===== config.mk =====
export PLATFORM = sky130hd
export DESIGN_NAME = switch_debounce
export DESIGN_NICKNAME = d
export VERILOG_FILES = /design/src/rtl/sonata_pkg.sv /design/src/rtl/switch_debounce_chan.sv /design/src/rtl/switch_debounce.sv
export SDC_FILE = /design/constraint.sdc
export NUM_CORES = 1
export LEC_CHECK = 0
export BUFFER_PORTS_ARGS = -buffer_cell sky130_fd_sc_hd__clkbuf_2
export CORE_MARGIN = 10
export CORE_UTILIZATION = 40
export DETAILED_ROUTE_END_ITERATION = 8
export PLACE_DENSITY = 0.6
export SYNTH_ARGS = -nofsm -noshare
export SYNTH_HDL_FRONTEND = slang
export SYNTH_SLANG_ARGS = --single-unit

===== constraint.sdc =====
create_clock -name clk_i -period 3 [get_ports clk_i]
set_input_delay 0.6 -clock clk_i [delete_from_list [all_inputs] [get_ports clk_i]]
set_output_delay 0.6 -clock clk_i [all_outputs]
set_load 0.02 [all_outputs]

===== src/rtl/sonata_pkg.sv =====
// Board-level constants shared by the switch input path: default debounce time
// and the channel layout of the 16-bit switch bus.
package sonata_pkg;

  // 5 ms at a 40 MHz system clock.
  localparam int SwDebounceCyclesDefault = 200_000;

  localparam int SwWidth   = 16;
  localparam int SwUserLsb = 0;
  localparam int SwUserMsb = 7;
  localparam int SwNavLsb  = 8;
  localparam int SwNavMsb  = 12;
  localparam int SwSelLsb  = 13;
  localparam int SwSelMsb  = 15;

endpackage


===== src/rtl/switch_debounce_chan.sv =====
// One switch channel: 2-flop synchroniser, stability counter, debounced level
// and (with SWITCH_DEBOUNCE_EDGE_EN) registered rise/fall pulses.
module switch_debounce_chan #(
  parameter int DebounceCycles = 4
) (
  input  logic clk_i,
  input  logic rst_ni,
  input  logic sw_i,
  output logic sw_o,
  output logic rise_o,
  output logic fall_o,
  output logic busy_o
);
  localparam int              CntW = $clog2(DebounceCycles + 1);
  localparam logic [CntW-1:0] Term = CntW'(DebounceCycles - 1);

  logic [1:0]      sync_q;
  logic            sync;
  logic            q;
  logic            load;
  logic [CntW-1:0] cnt;

  assign sync = sync_q[1];
  // The counter can never pass Term: reaching it with a mismatch loads q instead.
  assign load = (sync != q) && (cnt == Term);

  always_ff @(posedge clk_i or negedge rst_ni) begin
    if (!rst_ni) begin
      sync_q <= 2'b00;
    end else begin
      sync_q <= {sync_q[0], sw_i};
    end
  end

  always_ff @(posedge clk_i or negedge rst_ni) begin
    if (!rst_ni) begin
      q   <= 1'b0;
      cnt <= '0;
    end else if (sync == q) begin
      cnt <= '0;
    end else if (load) begin
      q   <= sync;
      cnt <= '0;
    end else begin
      cnt <= cnt + CntW'(1);
    end
  end

  assign sw_o   = q;
  assign busy_o = (cnt != '0);

`ifdef SWITCH_DEBOUNCE_EDGE_EN
  logic rise_q;
  logic fall_q;

  // Registered on the same edge that loads q, so the pulse lines up with the new level.
  always_ff @(posedge clk_i or negedge rst_ni) begin
    if (!rst_ni) begin
      rise_q <= 1'b0;
      fall_q <= 1'b0;
    end else begin
      rise_q <= load & sync;
      fall_q <= load & ~sync;
    end
  end

  assign rise_o = rise_q;
  assign fall_o = fall_q;
`else
  assign rise_o = 1'b0;
  assign fall_o = 1'b0;
`endif

endmodule


===== src/rtl/switch_debounce.sv =====
// Width independent switch debouncers. Define SWITCH_DEBOUNCE_EDGE_EN to get
// rise_o/fall_o pulses; otherwise those ports are tied to 0.
module switch_debounce
  import sonata_pkg::*;
#(
  parameter int Width          = SwWidth,
  parameter int DebounceCycles = SwDebounceCyclesDefault
) (
  input  logic             clk_i,
  input  logic             rst_ni,
  input  logic [Width-1:0] sw_i,
  output logic [Width-1:0] sw_o,
  output logic [Width-1:0] rise_o,
  output logic [Width-1:0] fall_o,
  output logic             busy_o
);
  logic [Width-1:0] busy_vec;

  for (genvar i = 0; i < Width; i++) begin : g_chan
    switch_debounce_chan #(
      .DebounceCycles(DebounceCycles)
    ) u_chan (
      .clk_i (clk_i),
      .rst_ni(rst_ni),
      .sw_i  (sw_i[i]),
      .sw_o  (sw_o[i]),
      .rise_o(rise_o[i]),
      .fall_o(fall_o[i]),
      .busy_o(busy_vec[i])
    );
  end

  assign busy_o = |busy_vec;

endmodule


==> flow_summary.yaml <==
status:
  status: "complete, but fails checks"
  violations: "setup timing"
placed_design:
  gp_congestion: 0.8586
  preCtsSetupSlack_ps: -4.979
  dp_hpwl_mm: 24.96
  placed_area_um2: 17290
  place.port_buffers: 34
die:
  die_y_um: 224.1
  die_area_um2: 50200
  rows: 74
  ios: 67
  start_util_pct: 40.61
  core_um2: 41020
  die_x_um: 224.1
layout:
  syn_to_final_growth_pct: 13.48
  final_cell_mix: "dfrtp_1, nor2_1, xnor2_1"
  final_common_cell: "dfrtp_1"
  n_antenna_cell: 0
  multiInputGateArea_um2: 7565
  fin_area_um2: 18900
  nNetsFinal: 1777
  seq_area_um2: 8409
  drive_above_1_share_pct: 10.64
  fill_cells: 3823
pwr:
  switching_share_pct: 22.23
  leakagePower_nw: 8.194
  p_seq_share_pct: 45.0
  p_sw_mw: 2.313
  ir_drop_v: 0.0004172
  pwr-share-comb_pct: 4.5
  p_int_mw: 8.091
  power_density_nw_per_um2: 550.4
  total_power_mw: 10.40
  p_clk_share_pct: 50.5
critical_path:
  regToRegEndpoint: "g_chan[0].u_chan.cnt[15]$_DFF_PN0_"
  end_kind: "output port"
  arrival_ps: 2720
  start_kind: "flop"
  r2r_cells: 6
  timing.rr.start: "g_chan[0].u_chan.cnt[0]$_DFF_PN0_"
  crit_path_start: "g_chan[6].u_chan.cnt[5]$_DFF_PN0_"
  cp-endpoint: "busy_o"
  r2r_slack_ps: 670
  crit_fanout: 5
  cp_data_required_time_ps: 2400
  path_class: "reg2out"
route:
  wl_mm: 35.39
  drtPass1Iterations: 5
  drt_iter0_markers: 774
  wl_per_cell_um: 15.46
  drc: 0
  vias: 11671
  vias_per_cell: 5.099
  drtAntennaViolNets: 0
min_path:
  hp-class: "in2async"
global_routing:
  grt_usage_pct: 14.24
  grt_pass1_wl_mm: 59.62
  gr-total-overflow: 0
  antenna_found_initial: 1
  grt_pass1_vias: 11574
  grt_max_degree: 68
logic_synthesis:
  synth-seq-cells: 336
  synth_area_um2: 16660
  ys_warn_count: 0
  synth_ff_type: "dfrtp_1"
  async_reset_ff_share_pct: 100.0
  netlist_instances: 1672
  yosys.cell_types.count: 45
  synth_area_per_cell_um2: 9.962
  yosysSeqAreaShare_pct: 50.48
  synth-edff-count: 0
sta:
  worst_slack_ps: -320.0
  rsz0062_at_grt: "true"
  timing.fmax_ghz: 0.3012
  layout_min_cycle_time_ps: 3320
  setup_tns_ps: -320.0
  post-route-period-util_pct: 110.7
  relSlewSlack_pct: 47.69
  fin_skew_ps: 12.15
  whs_ps: 18.51
  setup_viol: 1
  drv_slew: 0
  hold_viol: 0
  tightest_slew_ps: 784.7
clock_tree:
  cts_buffers: 38
  hold_buffers: 0
  clkSinkCount: 336
  cts_tree: "built"
  cts_root_buf: "clkbuf_16"
  clkTransAtPathRegs_ps: 60
  insertion_delay_ps: 550
  h-tree-depth: 2
  clockBufferDepth: 3
job:
  maxCapViolations: 0
-- layout make-up --
| type | count | share of cell area [%] |
|---|---|---|
| clock buffers | 52 | 5.964 |
| clock inverters | 18 | 1.635 |
| inverters | 87 | 1.728 |
| multi-input cells | 1195 | 40.02 |
| flip-flops and latches | 336 | 44.49 |
| well taps | 532 | 3.522 |
| repair buffers | 69 | 2.641 |
-- logic make-up after synthesis --
| family | count (synthesis) | synth area share [%] |
|---|---|---|
| other | 1 | 0.02251 |
| XOR/XNOR | 270 | 14.20 |
| AND/OR/NAND/NOR | 841 | 25.77 |
| buffers and inverters | 172 | 5.829 |
| AO/OA/AOI/OAI | 4 | 0.2178 |
| flip-flops | 336 | 50.48 |
| multiplexers | 16 | 1.082 |
| adder cells (fa/ha/maj) | 32 | 2.404 |
-- layer usage --
metal / global-route usage [%] / vias up / routed length [um]
met1: 19.17 / 5717 / 16720
met2: 22.41 / 187 / 16250
met5: 0 / - / 0
met4: 5.463 / 0 / 1001
met3: 2.574 / 66 / 1417
li1: - / 5701 / -
-- worst max-delay path, cell delays in order, from the launching register on --
cell	delay [ps]
dfrtp_1	430
nor4_2	270
buf_4	150
nand4_1	100
or4_4	570
nor4_4	210
nand4_1	240
buf_6	200
-- cells in the mapped netlist, types with 3 or more instances --
master	count	area, um2
dfrtp_1	336	8408
nor2_1	330	1239
xnor2_1	153	1340
xor2_1	117	1025
nand3_1	106	530.5
inv_1	87	326.6
nand2_1	77	289.0
nor4_1	77	481.7
nand4_1	72	450.4
buf_4	53	397.9
nor3_1	44	220.2
and4_1	42	367.9
ha_1	32	400.4
and3_1	25	156.4
mux2_2	16	180.2
buf_2	12	60.06
buf_6	12	135.1
and2_1	11	68.82
or2_1	9	56.30
nor4b_1	8	70.07
or4_1	7	52.55
clkbuf_2	4	20.02
nand2b_1	4	25.02
nand4b_1	4	35.03
nor4_2	4	50.05
clkbuf_1	3	11.26
nor2b_1	3	18.77
-- state kept, by name, summed over array words and instances, names as in the netlist --
name	flops
g_chan.u_chan.cnt	288
g_chan.u_chan.sync_q	32
g_chan.u_chan.sw_o	16
-- power by group through the flow --
stage	Sequential [mW]	Combinational (mW)	Clock, mW
after detailed placement	4.77	0.462	0
after CTS	4.68	0.473	5.41
final	4.69	0.469	5.25
after global routing	4.70	0.537	5.57
after floorplan	4.75	0.291	0
after global placement	4.76	0.455	0
-- repair_timing --
| item | CTS | global route |
|---|---|---|
| endpoints found under the setup margin | 1 | 1 |
| hold endpoints to repair | 0 | 0 |
| pin swaps | 1 | 3 |
| cloned | 0 | 0 |
| gates resized for setup | 11 | 20 |
| buffers inserted | 0 | 0 |
-- worst min path at each step --
| stage | start | end | cells after the start |
|---|---|---|---|
| 6_report | rst_ni | g_chan[15].u_chan.sync_q[1]$_DFF_PN0_ | 1 |
| 5_1_grt | rst_ni | g_chan[15].u_chan.sw_o$_DFFE_PN0P_ | 1 |
| 4_1_cts | rst_ni | g_chan[13].u_chan.cnt[6]$_DFF_PN0_ | 1 |
| 3_5_place_dp | g_chan[11].u_chan.sync_q[0]$_DFF_PN0_ | g_chan[11].u_chan.sync_q[1]$_DFF_PN0_ | 0 |
| 3_3_place_gp | g_chan[11].u_chan.sync_q[0]$_DFF_PN0_ | g_chan[11].u_chan.sync_q[1]$_DFF_PN0_ | 0 |
| 2_1_floorplan | rst_ni | g_chan[0].u_chan.cnt[0]$_DFF_PN0_ | 0 |
-- stage by stage --
step	util, %	cells
after floorplan	-	1703
after global placement	42.15	2219
after detailed placement	42.15	2219
after CTS	45.81	2289
after global routing	46.08	2289
final	46.08	2289
Power figures use the tool's default switching activity.
